$ cat config.mk
export PLATFORM = sky130hd
export DESIGN_NAME = bitmask_encoder_stream
export DESIGN_NICKNAME = d
export VERILOG_FILES = /design/src/rtl/bitmask_encoder_stream.sv
export SDC_FILE = /design/constraint.sdc
export NUM_CORES = 1
export LEC_CHECK = 0
export BUFFER_PORTS_ARGS = -buffer_cell sky130_fd_sc_hd__buf_2
export CAP_MARGIN = 20
export CORE_MARGIN = 1
export CORE_UTILIZATION = 37
export DETAILED_ROUTE_END_ITERATION = 8
export PLACE_DENSITY = 0.7
export REMOVE_ABC_BUFFERS = 1
export SLEW_MARGIN = 20
export SYNTH_ARGS = -nofsm -noshare
export SYNTH_HDL_FRONTEND = slang
export SYNTH_SLANG_ARGS = --single-unit
$ cat constraint.sdc
create_clock -name clk -period 4.2 [get_ports clk]
set_input_delay 0.63 -clock clk [delete_from_list [all_inputs] [get_ports clk]]
set_output_delay 0.63 -clock clk [all_outputs]
set_load 0.03 [all_outputs]
$ cat src/rtl/bitmask_encoder_stream.sv
// ============================================================================
// Module  : bitmask_encoder_stream
// Brief   : Streams the binary index of every set bit of a WIDTH-bit vector,
//           one index per valid/ready beat. Define ENC_MSB_FIRST_EN for
//           descending (MSB-first) emission order; default is LSB-first.
// Rev     : 1.0 - initial release
// ============================================================================
`default_nettype none

module bitmask_encoder_stream #(
    parameter int WIDTH = 8,
    parameter int IDX_W = 3
) (
    input  logic             clk,
    input  logic             rst_n,
    input  logic             in_valid_i,
    output logic             in_ready_o,
    input  logic [WIDTH-1:0] in_vec_i,
    output logic             out_valid_o,
    input  logic             out_ready_i,
    output logic [IDX_W-1:0] out_idx_o,
    output logic             out_last_o,
    output logic             out_none_o
);

    typedef enum logic [0:0] {
        IDLE = 1'b0,
        EMIT = 1'b1
    } state_t;

    state_t             state_q, state_d;
    logic [WIDTH-1:0]   resid_q, resid_d;
    logic               none_q,  none_d;

    logic [IDX_W-1:0]   sel_idx;
    logic [WIDTH-1:0]   sel_mask;
    logic               at_most_one;
    logic               emit;
    logic               xfer;
    logic               accept;

    // Priority select: the last hit in loop order wins.
    always_comb begin
        sel_idx = '0;
`ifdef ENC_MSB_FIRST_EN
        for (int i = 0; i < WIDTH; i++) begin
            if (resid_q[i]) sel_idx = IDX_W'(i);
        end
`else
        for (int i = WIDTH - 1; i >= 0; i--) begin
            if (resid_q[i]) sel_idx = IDX_W'(i);
        end
`endif
    end

    assign sel_mask    = WIDTH'(1) << sel_idx;
    assign at_most_one = ((resid_q & (resid_q - WIDTH'(1))) == '0);

    assign emit        = (state_q == EMIT);
    assign out_valid_o = emit;
    assign out_idx_o   = emit ? sel_idx : '0;
    assign out_last_o  = emit & at_most_one;
    assign out_none_o  = emit & none_q;

    assign xfer        = emit & out_ready_i;
    // Combinational from out_ready so a new vector can follow the last beat.
    assign in_ready_o  = ~emit | (xfer & at_most_one);
    assign accept      = in_valid_i & in_ready_o;

    always_comb begin
        state_d = state_q;
        resid_d = resid_q;
        none_d  = none_q;
        if (accept) begin
            state_d = EMIT;
            resid_d = in_vec_i;
            none_d  = (in_vec_i == '0);
        end else if (xfer) begin
            resid_d = resid_q & ~sel_mask;
            if (at_most_one) begin
                state_d = IDLE;
                none_d  = 1'b0;
            end
        end
    end

    always_ff @(posedge clk or negedge rst_n) begin
        if (!rst_n) begin
            state_q <= IDLE;
            resid_q <= '0;
            none_q  <= 1'b0;
        end else begin
            state_q <= state_d;
            resid_q <= resid_d;
            none_q  <= none_d;
        end
    end

endmodule

`default_nettype wire

==> Word level (Yosys, flattened, before mapping) <==
Index checks and enable logic that the tools add are counted.
{ "op_classes": {"addsub": 1, "shifts": 1, "mux": 15, "n_bitwise": 10, "n_reduce_logical": 5} }
{ "ops": {"columns": ["cell", "n"], "rows": [
  ["$mux 3", 9],
  ["$and 8x8->8", 2],
  ["$logic_not 8->1", 2],
  ["$mux 8", 2],
  ["$not 8->8", 1],
  ["$shl 1x3->8 const A", 1],
  ["$sub 8x1->8 const B", 1],
  ["$and 1x1->1", 5],
  ["$mux 1", 4],
  ["$reduce_bool 2->1", 2],
  ["$reduce_and 2->1", 1],
  ["$not 1->1", 1],
  ["$or 1x1->1", 1]
]} }
{ "totals": {"register_bits": 10, "wordCells": 35} }

==> Depth between registers and ports, before layout <==
Gate-level depths: netlist (run 1).
{ "logic_depth": {"depth_word": 13, "mapped_depth": 6} }

==> Worst setup path before layout (run 1) <==
Ideal clock, no wire load.
{ "synth_timing": {"kind": "reg-to-output", "start": "register state_q (netlist: out_valid_o)", "end": "output out_idx_o[2]", "t_arrival_ns": 1.950, "required_ns": 3.570, "slack_ns": 1.620, "stages_incl_launch_ff": 4, "cell_sequence": "dfrtp_1 > or3b_2 > nor3_1 > a21boi_0"} }
{ "synth_between": {"elab_chain_len": 1} }
{ "synth_rtl": {"columns": ["element", "line", "text"], "rows": [
  ["start: declaration", "31", "state_t state_q, state_d;"],
  ["start signal: assignment", "93", "state_q <= state_d;"],
  ["$mux 3", "61", "assign out_idx_o = emit ? sel_idx : '0;"],
  ["end: declaration", "21", "output logic [IDX_W-1:0] out_idx_o,"]
]} }
Every way passes these cells.

==> Worst setup path in the final report (run 1) <==
Same ends and word-level chain as after synthesis.

==> results of run 1 <==
## report_power, final
part	total [W]	internal, W	switching, W
registers	0.000219	0.000134	0.0000858
clock network	0.0000682	0.0000332	0.0000349
logic	0.000437	0.000185	0.000252
## synthesized netlist by cell type, types with 2 or more instances
cell / number
a21oi_1: 4
o21ai_0: 4
a21boi_0: 2
nor2_1: 6
mux2i_1: 2
mux2_4: 2
nand2_1: 6
dfrtp_1: 10
a32o_1: 3
nor4_1: 3
nand2b_1: 4
inv_1: 2
clkbuf_1: 2
a211oi_1: 2
## metrics by stage
stage / hold WS [ns] / instance area [sq um] / worst slack, ns / utilization [%]
after global routing: 0.2223 / 827.0 / 1.436 / 47.38
after CTS: 0.2104 / 827.0 / 1.564 / 47.38
after global placement: 0.4999 / 804.5 / 1.861 / 46.09
after floorplan: 0.3344 / 683.2 / 1.454 / -
after detailed placement: 0.5037 / 804.5 / 1.865 / 46.09
final: 0.2050 / 827.0 / 1.556 / 47.38
## final cells by class
class | instances | area share [%]
Multi-Input combinational cell | 58 | 51.44
Sequential cell | 10 | 30.26
Timing Repair Buffer | 18 | 10.89
Tap cell | 25 | 3.782
Clock buffer | 3 | 2.723
Inverter | 2 | 0.9077
## layer usage
metal  share of wire [%]  vias to the layer above  routed length, microns
met4                 2.5                        0                      40
met3                 3.0                        5                      48
met2                  47                       13                     754
li1                    -                      309                       -
met5                   0                        -                       0
met1                  47                      304                     753
## worst max-delay path: stages (launching register included)
cell      delay [ns]
dfrtp_1         0.58
or3b_2          0.50
nor3_1          0.24
a21boi_0        0.20
buf_2           0.22
## cell families (layout without fill, tap and decap cells)
family,after synthesis,count (layout),share of synthesized area (%)
flip-flops,10,10,35.65
adder cells (fa/ha/maj),1,1,1.426
AO/OA/AOI/OAI,23,23,25.85
buffers and inverters,5,23,3.744
AND/OR/NAND/NOR,30,30,26.21
multiplexers,4,4,7.130
## state kept, by name (all words and copies together), names as in the netlist
signal,flops
out_valid_o,1
resid_q,8
none_q,1
## path summary, 6_finish.rpt
path,endpoint,slack (ns),cells after the start
hold reg to reg,none_q,0.64,3
min in group clk,resid_q[6],0.58,2
max in group asynchronous,resid_q[7],3.80,1
hold / removal,resid_q[0],0.21,1
setup / recovery,out_idx_o[2],1.56,4
setup reg to reg,resid_q[4],2.03,5
==> results.yml, run 1 <==
timing:
  fin_crit_sh_pct: 62.96
  worst_pin_slew_ns: 0.4903
  finalHoldViolCount: 0
  slew_headroom_pct: 67.11
  final_max_slew_viol_count: 0
  grt_setup_unrepaired: "no"
  tns_ns: 0
  setup_viol: 0
  max_freq_mhz: 378.2
  period_minus_slack_ns: 2.644
  fin_worst_skew_ns: 0.002576
clocking:
  clk_latency_ns: 0.27
  postCtsSetupRepairBufs: 0
  cts.htree.levels: 1
  ctsResizeCount: 0
  cts_hold_buf: 0
  path_clk_slew_ns: 0.07
  cts_buffers: 3
  clockBufferDepth: 2
  cts_num_sinks: 10
  cts_tree: "yes"
  clockRootBuffer: "clkbuf_4"
detailed_routing:
  drt-initial-drc-count: 7
  wl_per_cell_microns: 13.76
  ant_nets: 0
  vias_per_cell: 5.440
  drc: 0
  firstDrtPassIters: 4
  drt-total-wl_microns: 1596
  vias: 631
layout:
  final_net_count: 105
  syn_to_final_growth_pct: 17.83
  final-seq-area_sq_um: 250.2
  final_cell_mix: "buf_2, dfrtp_1, nand2_1, nor2_1"
  final_layout_size_suffix_gt1_share_pct: 34.07
  final_common_cell: "buf_2"
  fillCellCount: 174
  stdcell_count: 116
  diodes: 0
  multiInputGateArea_sq_um: 425.4
floorplanning:
  start_util_pct: 40.22
  die_w_microns: 45.56
  pin_count: 19
  core-area_sq_mm: 0.001745
  rows: 15
  die_area_sq_mm: 0.002075
  die_height_microns: 45.56
pwr:
  vdd_ir_drop_max_mv: 0.3619
  power_w: 0.0007250
  p_per_area_mw_per_mm2: 876.6
  power_leakage_nw: 0.3554
global_routing:
  grtUsageMet2_pct: 28.29
  gr-max-usage-layer: "met2"
  antenna_found_initial: 0
  grt_use_total_pct: 18.62
  grt_max_degree: 13
  grt_pass1_vias: 601
  met3_usage_pct: 2.778
  grt_overflow_total: 0
  grt_use_met1_pct: 24.94
  grt_pass1_wl_microns: 2739
synth:
  ys_seq_area_share_pct: 35.65
  avgSynthCellArea_sq_um: 9.615
  ys_top_cells_by_area: "dfrtp_1, a32o_1, mux2_4"
  synth-seq-cells: 10
  ys_warn_count: 0
  yosys.area.top_type: "dfrtp_1"
  ys_async_sr_fraction_pct: 100.0
  synth_edf_count: 0
  syn_inst: 73
  synthFlopType: "dfrtp_1"
  synth_area_sq_um: 701.9
  ys_types: 35
  synth_top_area_share_pct: 35.65
place:
  port_buffers: 18
  post-dp-hpwl_microns: 1200
  gp_congestion: 0.8801
  place_inst: 113
setup_path:
  worstPathMaxFanout: 12
  end_kind: "output pin"
  cp.required_ns: 3.57
  worstSetupPathType: "register to output pin"
  start_kind: "register"
  crit_start: "out_valid_o"
  cp.arrival_ns: 2.01
  r2r-start: "resid_q[0]"
outcome:
  status: "finished, final reports clean"
min_path:
  holdCritPathClass: "input port to asynchronous set/reset pin"
flow_run:
  maxCapViolations: 0
(Power assumes the default switching activity.)
==> inputs of run 2 (changes only) <==
==> constraint.sdc (replaced) <==
create_clock -name clk -period 2.48 [get_ports clk]
set_input_delay 0.372 -clock clk [delete_from_list [all_inputs] [get_ports clk]]
set_output_delay 0.372 -clock clk [all_outputs]
set_load 0.03 [all_outputs]
==> results.yml, run 2 (synthesis results as in run 1) <==
layout:
  fin_util_pct: 49.61
  fillCellCount: 173
  final_layout_size_suffix_gt1_share_pct: 36.17
  syn_to_final_growth_pct: 23.35
  final_net_count: 107
  top_register: "resid_q"
  final_cell_mix: "buf_2, dfrtp_1, nand2_1, nor2_1"
  final_common_cell: "buf_2"
  largest_reg_flops: 8
  diodes: 0
  fin_area_sq_um: 865.8
detailed_routing:
  drc: 0
  firstDrtPassIters: 4
  vias_per_cell: 5.462
  drt-total-wl_microns: 1766
  ant_nets: 0
  vias: 650
  drt-initial-drc-count: 15
  wl_per_cell_microns: 14.84
min_path:
  hold_path_depth: 2
  holdCritPathClass: "input port to register"
  hp-start: "in_vec_i[6]"
  min_to: "resid_q[6]"
setup_path:
  crit_start: "resid_q[1]"
  r2r-end: "resid_q[4]"
  reg2reg_depth: 5
  cp.arrival_ns: 2.01
  worstSetupPathType: "register to output pin"
  start_kind: "register"
  r2r-start: "resid_q[1]"
  worstPathMaxFanout: 7
  cp.required_ns: 2.11
  r2r_slack_ns: 0.31
  end_kind: "output pin"
clocking:
  cts_tree: "yes"
  clockBufferDepth: 2
  cts.htree.levels: 1
  postCtsSetupRepairBufs: 0
  cts_buffers: 3
  clockRootBuffer: "clkbuf_4"
  cts_num_sinks: 10
  clk_latency_ns: 0.27
  path_clk_slew_ns: 0.07
flow_run:
  maxCapViolations: 0
global_routing:
  antenna_found_initial: 0
  grt_overflow_total: 0
  grt_max_degree: 12
  grt_pass1_vias: 596
  grt_use_total_pct: 20.20
  grt_pass1_wl_microns: 2849
place:
  port_buffers: 18
  post-dp-hpwl_microns: 1310
  gp_congestion: 0.8387
  dp_slack_ns: 0.2916
  placed_area_sq_um: 812.0
timing:
  whs_ns: 0.3174
  finalHoldViolCount: 0
  slew_headroom_pct: 66.81
  fin_worst_skew_ns: 0.0006999
  setup_viol: 0
  worst_pin_slew_ns: 0.4948
  worst_slack_ns: 0.1024
  max_freq_mhz: 420.6
  period_minus_slack_ns: 2.378
  final_max_slew_viol_count: 0
  fin_crit_sh_pct: 95.87
  grt_setup_unrepaired: "no"
floorplanning:
  start_util_pct: 40.22
  die_height_microns: 45.56
  core-area_sq_mm: 0.001745
  die_area_sq_mm: 0.002075
  die_w_microns: 45.56
  pin_count: 19
  rows: 15
pwr:
  power_w: 0.001312
  p_seq_share_pct: 26.5
  intPower_w: 0.0006480
  vdd_ir_drop_max_mv: 0.5468
  power.switching_w: 0.0006642
  combPwrFrac_pct: 61.8
  sw_frac_of_total_pct: 50.62
  p_per_area_mw_per_mm2: 1515
  power_leakage_nw: 0.3710
  clock_power_share_pct: 11.7
outcome:
  status: "finished, final reports clean"
-- run 2: cell count changes in the layout (fill, tap and decap cells not counted) --
cell           change
clkbuf_8           +1
nor3_4             +1
dfrtp_2            +1
dlygate4sd3_1      +1
nor3_2             -1
buf_4              +1
dfrtp_1            -1
-- run 2: worst max path at each step --
stage	to	slack [ns]
after detailed placement	resid_q[4]	0.29
after global routing	in_ready_o	0.002
after CTS	in_ready_o	0.07
final	in_ready_o	0.10
after global placement	resid_q[5]	0.40
after floorplan	out_idx_o[2]	-0.008
-- run 2: worst max-delay path, cell delays in order (launching register included) --
cell and delay, ns:
dfrtp_1 0.44, or4_4 0.60, nor4_4 0.21, o31ai_2 0.17
nand2_1 0.11, buf_2 0.20
-- run 2: power by group through the flow --
| stage | sequential (W) | clock [W] | combinational [W] |
|---|---|---|---|
| 3_5_place_dp | 0.000343 | 0 | 0.000790 |
| 6_report | 0.000348 | 0.000153 | 0.000811 |
| 4_1_cts | 0.000341 | 0.000151 | 0.000797 |
| 5_1_grt | 0.000362 | 0.000163 | 0.000881 |
| 3_3_place_gp | 0.000342 | 0 | 0.000776 |
| 2_1_floorplan | 0.000346 | 0 | 0.000579 |
-- run 2: repair_timing --
item | in CTS | in global routing
resized for setup | 0 | 2
hold buffers | 1 | 0
setup endpoints to repair | 0 | 1
endpoints found under the hold margin | 10 | 0
-- run 2: routing by layer --
metal / share of wire, % / track usage, % / vias up
met5: 0 / 0 / -
met4: 3.7 / 13.94 / 0
li1: - / - / 318
met1: 47 / 25.86 / 302
met3: 4.6 / 4.762 / 7
met2: 45 / 29.71 / 23
-- run 2: layout make-up --
type	count	area (sq um)	share of cell area (%)
Sequential cell	10	251.5	29.05
Tap cell	25	31.28	3.613
Timing Repair Buffer	20	107.6	12.43
Inverter	2	7.507	0.8671
Multi-Input combinational cell	58	431.7	49.86
Clock buffer	4	36.28	4.191
-- run 2: metrics by stage --
stage | TNS (ns) | instances
2_1_floorplan | -0.007980 | 70
3_3_place_gp | 0 | 114
3_5_place_dp | 0 | 114
4_1_cts | 0 | 119
5_1_grt | 0 | 119
6_report | 0 | 119
